<file path="src/rtl/store_buffer_pkg.sv">
// Shared store buffer constants: default queue depth and sync FSM state encodings.
package store_buffer_pkg;
  localparam int SB_DEPTH = 4;

  typedef enum logic [1:0] {
    SYNC_IDLE  = 2'd0,
    SYNC_DRAIN = 2'd1,
    SYNC_DONE  = 2'd2
  } sync_state_t;
endpackage

</file>
<file path="src/rtl/store_buffer_fwd_merge.sv">
// Combinational per-lane merge of age-ordered store entries (index 0 oldest); newest enabled byte wins.
module sb_fwd_merge #(
  parameter int N = 4
) (
  input  logic [N-1:0]    hit,
  input  logic [N*32-1:0] data,
  input  logic [N*4-1:0]  be,
  output logic [31:0]     fwd_data,
  output logic [3:0]      fwd_mask
);
  always_comb begin
    fwd_data = '0;
    fwd_mask = '0;
    for (int i = 0; i < N; i++) begin
      if (hit[i]) begin
        for (int l = 0; l < 4; l++) begin
          if (be[i*4+l]) begin
            fwd_data[l*8 +: 8] = data[i*32+l*8 +: 8];
            fwd_mask[l]        = 1'b1;
          end
        end
      end
    end
  end
endmodule

</file>
<file path="src/rtl/store_buffer.sv">
// Circular store queue with load forwarding and a sync drain barrier.
// Head entry drives memory with zero latency; st_ready drops only when every slot is occupied.
module store_buffer
  import store_buffer_pkg::*;
#(
  parameter int DEPTH  = SB_DEPTH,
  parameter int ADDR_W = 32
) (
  input  logic              clk,
  input  logic              reset,
  input  logic              st_valid,
  input  logic [ADDR_W-1:0] st_addr,
  input  logic [31:0]       st_data,
  input  logic [3:0]        st_be,
  output logic              st_ready,
  input  logic [ADDR_W-1:0] ld_addr,
  output logic [31:0]       fwd_data,
  output logic [3:0]        fwd_mask,
  output logic              mem_we,
  output logic [ADDR_W-1:0] mem_addr,
  output logic [31:0]       mem_wdata,
  output logic [3:0]        mem_be,
  input  logic              mem_ack,
  input  logic              sync_req,
  output logic              sync_done,
  output logic              empty
);
  localparam int PW = $clog2(DEPTH);
  localparam logic [PW:0] CNT_FULL = (PW+1)'(DEPTH);

  logic [PW-1:0]     head;
  logic [PW-1:0]     tail;
  logic [PW:0]       count;
  sync_state_t       sync_state;
  logic [ADDR_W-3:0] ent_addr [DEPTH];
  logic [31:0]       ent_data [DEPTH];
  logic [3:0]        ent_be   [DEPTH];
  logic              push;
  logic              pop;
  logic [DEPTH-1:0]    age_hit;
  logic [DEPTH*32-1:0] age_data;
  logic [DEPTH*4-1:0]  age_be;
  logic              unused_addr_lsbs;

  assign unused_addr_lsbs = ^{st_addr[1:0], ld_addr[1:0]};

  assign st_ready  = (count != CNT_FULL);
  assign empty     = (count == '0);
  assign mem_we    = !empty;
  assign push      = st_valid && st_ready && (st_be != 4'b0000);
  assign pop       = mem_we && mem_ack;
  assign mem_addr  = {ent_addr[head], 2'b00};
  assign mem_wdata = ent_data[head];
  assign mem_be    = ent_be[head];

  always_ff @(posedge clk or posedge reset) begin
    if (reset) begin
      head       <= '0;
      tail       <= '0;
      count      <= '0;
      sync_state <= SYNC_IDLE;
      sync_done  <= 1'b0;
    end else begin
      if (push) tail <= tail + PW'(1);
      if (pop)  head <= head + PW'(1);
      case ({push, pop})
        2'b10:   count <= count + (PW+1)'(1);
        2'b01:   count <= count - (PW+1)'(1);
        default: count <= count;
      endcase

      // sync_done is registered so it is high exactly while the FSM sits in DONE
      sync_done <= 1'b0;
      case (sync_state)
        SYNC_IDLE: begin
          if (sync_req) begin
            if (empty) begin
              sync_state <= SYNC_DONE;
              sync_done  <= 1'b1;
            end else begin
              sync_state <= SYNC_DRAIN;
            end
          end
        end
        SYNC_DRAIN: begin
          if (empty) begin
            sync_state <= SYNC_DONE;
            sync_done  <= 1'b1;
          end
        end
        SYNC_DONE: sync_state <= SYNC_IDLE;
        default:   sync_state <= SYNC_IDLE;
      endcase
    end
  end

  always_ff @(posedge clk) begin
    if (push) begin
      ent_addr[tail] <= st_addr[ADDR_W-1:2];
      ent_data[tail] <= st_data;
      ent_be[tail]   <= st_be;
    end
  end

  // Present entries oldest-first; the registered count excludes a same-cycle push.
  for (genvar g = 0; g < DEPTH; g++) begin : g_age
    logic [PW-1:0] idx;
    assign idx                  = head + PW'(g);
    assign age_hit[g]           = ((PW+1)'(g) < count) && (ent_addr[idx] == ld_addr[ADDR_W-1:2]);
    assign age_data[g*32 +: 32] = ent_data[idx];
    assign age_be[g*4 +: 4]     = ent_be[idx];
  end

  sb_fwd_merge #(
    .N(DEPTH)
  ) u_fwd_merge (
    .hit      (age_hit),
    .data     (age_data),
    .be       (age_be),
    .fwd_data (fwd_data),
    .fwd_mask (fwd_mask)
  );
endmodule

</file>
<file path="config.mk">
export PLATFORM = sky130hd
export DESIGN_NAME = store_buffer
export DESIGN_NICKNAME = d
export VERILOG_FILES = /design/src/rtl/store_buffer_pkg.sv /design/src/rtl/store_buffer_fwd_merge.sv /design/src/rtl/store_buffer.sv
export SDC_FILE = /design/constraint.sdc
export NUM_CORES = 1
export LEC_CHECK = 0
export ABC_AREA = 1
export BUFFER_PORTS_ARGS = -buffer_cell sky130_fd_sc_hd__buf_2
export CAP_MARGIN = 20
export CORE_MARGIN = 2
export CORE_UTILIZATION = 54
export CTS_CLUSTER_DIAMETER = 50
export CTS_CLUSTER_SIZE = 20
export DETAILED_ROUTE_END_ITERATION = 10
export PLACE_DENSITY = 0.75
export SLEW_MARGIN = 0
export SYNTH_ARGS = -nofsm -noshare
export SYNTH_HDL_FRONTEND = slang
export SYNTH_SLANG_ARGS = --single-unit
</file>
<file path="constraint.sdc">
create_clock -name clk -period 9.9 [get_ports clk]
set_clock_uncertainty 0.2 [all_clocks]
set_input_delay 1.485 -clock clk [delete_from_list [all_inputs] [get_ports clk]]
set_output_delay 1.485 -clock clk [all_outputs]
set_load 0.005 [all_outputs]
</file>
* Word-level counts from Yosys, hierarchy flattened
Memory sizes are Yosys's and may differ from the RTL's.
Index checks and enable logic that the tools add are counted.
** Word-level totals
- Register bits after elaboration :: 10
- Memory bits (writable) :: 264
- Bits of input ports :: 105
- Output and inout port bits :: 108
- Word-level logic and storage cells :: 91
- Memories kept :: 3
** Memory list
- ent_data :: words 4, width 32, rd ports 4, clocked after Yosys merged registers in 0, wr ports 1, line store_buffer.sv:36 : logic [31:0] ent_data [DEPTH];
- ent_addr :: words 4, width 30, rd ports 4, clocked after Yosys merged registers in 0, wr ports 1, line store_buffer.sv:35 : logic [ADDR_W-3:0] ent_addr [DEPTH];
- ent_be :: words 4, width 4, rd ports 4, clocked after Yosys merged registers in 0, wr ports 1, line store_buffer.sv:37 : logic [3:0] ent_be [DEPTH];
** Cells by class
- Add/subtract/negate cells :: 6
- Order comparisons :: 4
- Eq/ne operators :: 10
- Multiplexer cells :: 50
- Reduce and logical (&&, ||, !) cells :: 13
** Operators with widths (number)
- 32-bit two-way mux :: 4
- 8-bit two-way mux :: 16
- 30-bit == test :: 4
- 1-bit two-way mux :: 20
- 4-bit two-way mux :: 4
- 1-bit logical AND :: 7
- 1-bit by 3-bit < comparator with 1-bit output (first input constant) :: 2
- 2-bit by 3-bit < comparator with 1-bit output (first input constant) :: 2
- 2-bit two-way mux :: 3
- 3-bit one-hot mux with 2 select lines :: 1
- 2-bit by 1-bit adder with 2-bit output (second input constant) :: 2
- 2-bit adder (second input constant) :: 2
- 2-bit by 1-bit == test with 1-bit output (second input constant) :: 2
- 2-bit inequality test (second input constant) :: 2
- 2-bit one-hot mux with 2 select lines :: 1
- 4-bit nonzero test :: 1
- 3-bit by 1-bit adder with 3-bit output (second input constant) :: 1
- 3-bit logical NOT :: 1
- 3-bit inequality test (second input constant) :: 1
- 3-bit by 1-bit subtractor with 3-bit output (second input constant) :: 1
- 2-bit == test (second input constant) :: 1
- 2-bit logical NOT :: 1
- 1-bit one-hot mux with 2 select lines :: 1
- 2-bit AND reduction :: 1
- other kinds (2) :: 2

* Longest topological paths before layout
An unclocked memory read counts as a cell.
- Depth in word-level cells :: 10
- Gate-level depth with buffers :: 21
- Mapped depth without buffers :: 18

* Hierarchy
From an unflattened synthesis, not the netlist that was laid out.
** Unflattened totals
- Cell total of the unflattened synthesis :: 2855
- Area total of the unflattened synthesis :: 19165.9 µm²
** By module, submodules not included
- store_buffer :: times used 1, cells each 2491, area each 17625.7 µm², seq. area each 8177.8 µm²
- sb_fwd_merge :: times used 1, cells each 364, area each 1540.2 µm², seq. area each 0.0 µm²

* Worst setup path before layout
No wires, ideal clock.
- Path kind :: input port to flip-flop
- From :: input port st_be[0]
- To :: memory ent_addr[0][0] (netlist bit), enable pin
- Setup time :: 0.491 ns
- Arrival :: 4.589 ns
- Required time :: 9.209 ns
- Setup slack :: 4.620 ns
- Stages on the path :: 3
- Buffers on the path :: 0
- Cells stage by stage :: or4_1 > nand3_1 > nor2_1
** On the way
- Cells in the longest elaborated chain, start to end :: 4
** RTL lines
- from (decl) :: line store_buffer.sv:14 : input logic [3:0] st_be,
- 4-bit nonzero test :: line store_buffer.sv:50 : assign push = st_valid && st_ready && (st_be != 4'b0000);
- 1-bit logical AND :: line store_buffer.sv:50
- 1-bit two-way mux :: line store_buffer.sv:98 : if (push) begin
- 1-bit two-way mux (not written as such) :: line store_buffer.sv:99 : ent_addr[tail] <= st_addr[ADDR_W-1:2];
- to (decl) :: line store_buffer.sv:35
No other way between the ends.

* Final worst setup path
- From :: register head[0]
- To :: output port fwd_data[0]
** On the way
- Cells in the longest elaborated chain, start to end :: 10
- Elaborated cells between the ends (all ways) :: 22
- Those cells by class :: add/sub: 3; eq/ne: 4; mux: 8; reduce/logical: 4; memory: 3
** RTL lines
- from (decl) :: line store_buffer.sv:31 : logic [PW-1:0] head;
- from (signal assigned) :: line store_buffer.sv:65 : if (pop) head <= head + PW'(1);
- parallel branches: the longest is 9 deep, another holds memory 4 x 30 bit
- 32-bit two-way mux (*) :: line store_buffer_fwd_merge.sv:15 : if (hit[i]) begin
- to (decl) :: line store_buffer.sv:17 : output logic [31:0] fwd_data,
Mark *: on every way between the ends.

==> results.md <==
* Status: completed
* Gr usage total at 30.2%
* Top cell type's share of synthesized area at 41.8%
* DIE WIDTH at 191 µm
* DRT Wirelength at 55.6 mm
* Kind of end point of the critical path: output pin
* Critical path required time at 8.22 ns
* Post-route ant nets at 0
* Via count at 18500
* CTS resizes at 0
* Setup CP Type: reg2out
* Cell area after synthesis at 18900 µm²
* Hold WS at 0.352 ns
* Num CTS Buffers at 31
* Max Root-Sink Buffers at 3
* Seq/Total Area, Yosys at 43.2%
* Ratio of cells with drive above 1 in the final layout at 10.6%
* Grt ovf at 0
* Max Clk Rate at 128 MHz
* DRT iter0 DRCs at 1911
* Met1 usage at 41.4%
* Synth Instances at 2745
* Core area at 34500 µm²
* Yosys reg bits at 274
* Leakage at 10.3 nW
* Min Tclk post-route at 7.79 ns
* CP max FO at 81
* Most numerous cell in the Yosys netlist: nand2_1
* Gr busiest metal: met2
* Pwr Total at 6.50 mW
* Num rows at 68
* CTS H-tree lvls at 1
* Root buf cell: clkbuf_16
* Startpoint types: flip-flop
* Yosys top cell by area: edfxtp_1
* Final RePlAce weighted congestion at 0.982
* IO Port Bufs at 206
* Number of max-cap violations at 0
* Slew margin rel. at 30.7%
* Post-synth cell types at 38
* EDFF count, synth at 264
* Largest net degree at the start of global routing at 290
* Die height at 191 µm
* WL per Instance at 16.6 µm
* Unrepaired setup endpoints after global routing: false
* Util after Layout at 61.0%
* Asr flop ratio synth at 3.65%
* Met2 Use GR at 47.7%
* Post-synth top cells: nand2_1 (1213), inv_1 (328), o21ai_0 (315)
* Starting density of the core at 54.8%
* Reg clk slew, reported paths at 0.07 ns
* M3 GR Usage at 5.53%
* Antenna violations before repair at 9
* Final Setup Violations at 0
* Post-CTS setup buffers at 0
* Syn. warnings at 0
* DP HPWL at 37.5 mm
* Worst IR drop on VDD at 341 µV
* DRC at 0
* Final Hold Viols at 0
* Die area at 36600 µm²
* Hold Buf Count CTS at 0
* Setup_tns at 0 ns
* Vias in the first global route at 16700
* # clock sinks at 274
* Avg Cell Area, Syn at 6.90 µm²
* Final Cycle Share at 78.6%
* Initial DRT Pass Iterations at 6
* CTS tree: built
* Clk Latency, worst-skew pair at 0.59 ns
* # IOs at 213
* Global-route wire length before repair at 86.3 mm
* Synth top area cells: edfxtp_1 (42%), nand2_1 (24%), o21ai_0 (8.3%)
* Slew Viols, Final at 0
* Top FF cell, synth: edfxtp_1
* Slew at the pin closest to its max-slew limit at 1.04 ns
* PwrDens at 308 nW/µm²
* Nets@finish at 2982
* Vias/cell at 5.51
* Worst Hold Class: reg2reg
* Worst EP arrival at 6.10 ns
* P&R area growth vs syn at 11.2%
worst paths after layout:
kind | startpoint | to | slack (ns) | cells past startpoint
worst max-delay path | head[0] | fwd_data[0] | 2.11 | 18
worst min-delay path | sync_state[1] | sync_state[1] | 0.35 | 2
worst max register to register | head[0] | head[1] | 6.20 | 5
worst min register to register | sync_state[1] | sync_state[1] | 0.35 | 2
max in group asynchronous | reset | head[0] | 8.52 | 2
min in group asynchronous | reset | sync_state[1] | 0.66 | 2
power by group:
group / total, mW / switching [mW] / leakage, nW / internal [mW]
Clock: 1.17 / 0.503 / 0.501 / 0.667
Sequential: 1.64 / 0.117 / 2.53 / 1.53
Combinational: 3.69 / 2.66 / 7.31 / 1.03
Total: 6.50 / 3.28 / 10.3 / 3.22
logic make-up (layout without fill, tap and decap cells):
logic type | count (synthesis) | after routing | synth area share [%]
AO/OA/AOI/OAI | 355 | 355 | 9.61
XOR/XNOR | 20 | 20 | 0.925
adder cells (fa/ha/maj) | 9 | 9 | 0.594
buffers and inverters | 463 | 610 | 10.3
flip-flops | 274 | 274 | 43.2
other | 1 | 10 | 0.0198
AND/OR/NAND/NOR | 1623 | 1623 | 35.4
through the flow:
stage	area, µm²	worst slack [ns]	cells
2_1_floorplan	18900	4.62	2746
3_3_place_gp	20000	2.92	3290
3_5_place_dp	20000	2.83	3290
4_1_cts	21100	2.17	3348
5_1_grt	21100	1.71	3351
6_report	21100	2.11	3356
metal layers:
metal  wire [µm]  vias up
met5          30        -
met4        1800        4
met2       25200      839
li1            -     9077
met1       23400     8437
met3        5120      128
area by class of cell:
type | count | area, µm²
multi-input combinational | 2009 | 8860
antenna | 8 | 20.0
tap | 455 | 569
sequential | 274 | 8180
timing repair buffer | 218 | 1130
inverter | 334 | 1260
fill | 3149 | 13500
clock inverter | 24 | 262
clock buffer | 34 | 787
sequential cells by signal, indices dropped and copies added, names as in the netlist:
register,cells
sync_done,1
sync_state,2
count,3
ent_data,128
tail,2
ent_be,16
ent_addr,120
head,2
worst max-delay path, stage by stage, from the launching register on:
cell	delay, ns
dfrtp_4	0.83
buf_4	0.69
nand2_1	0.19
nand2_4	0.64
buf_4	0.71
nand2_1	0.15
nand3_1	0.12
nand2_1	0.08
nor2_1	0.15
nand2_1	0.07
nor2_1	0.19
nand2_1	0.20
nor2_8	0.59
nand2_2	0.31
nand3_1	0.17
nand2_1	0.07
nand2_1	0.06
nand2_1	0.09
buf_2	0.14
cells in the final DEF, fill, tap and decap left out, types with 11 or more instances in the layout:
master     count
o21ai_1       16
inv_1        328
buf_4         11
o21ai_0      315
nor2_1        60
edfxtp_1     264
nand3_1      298
buf_2        206
nand2_1     1212
xor2_1        18
nand4_1       12
clkbuf_16     31
(Power assumes the default switching activity.)
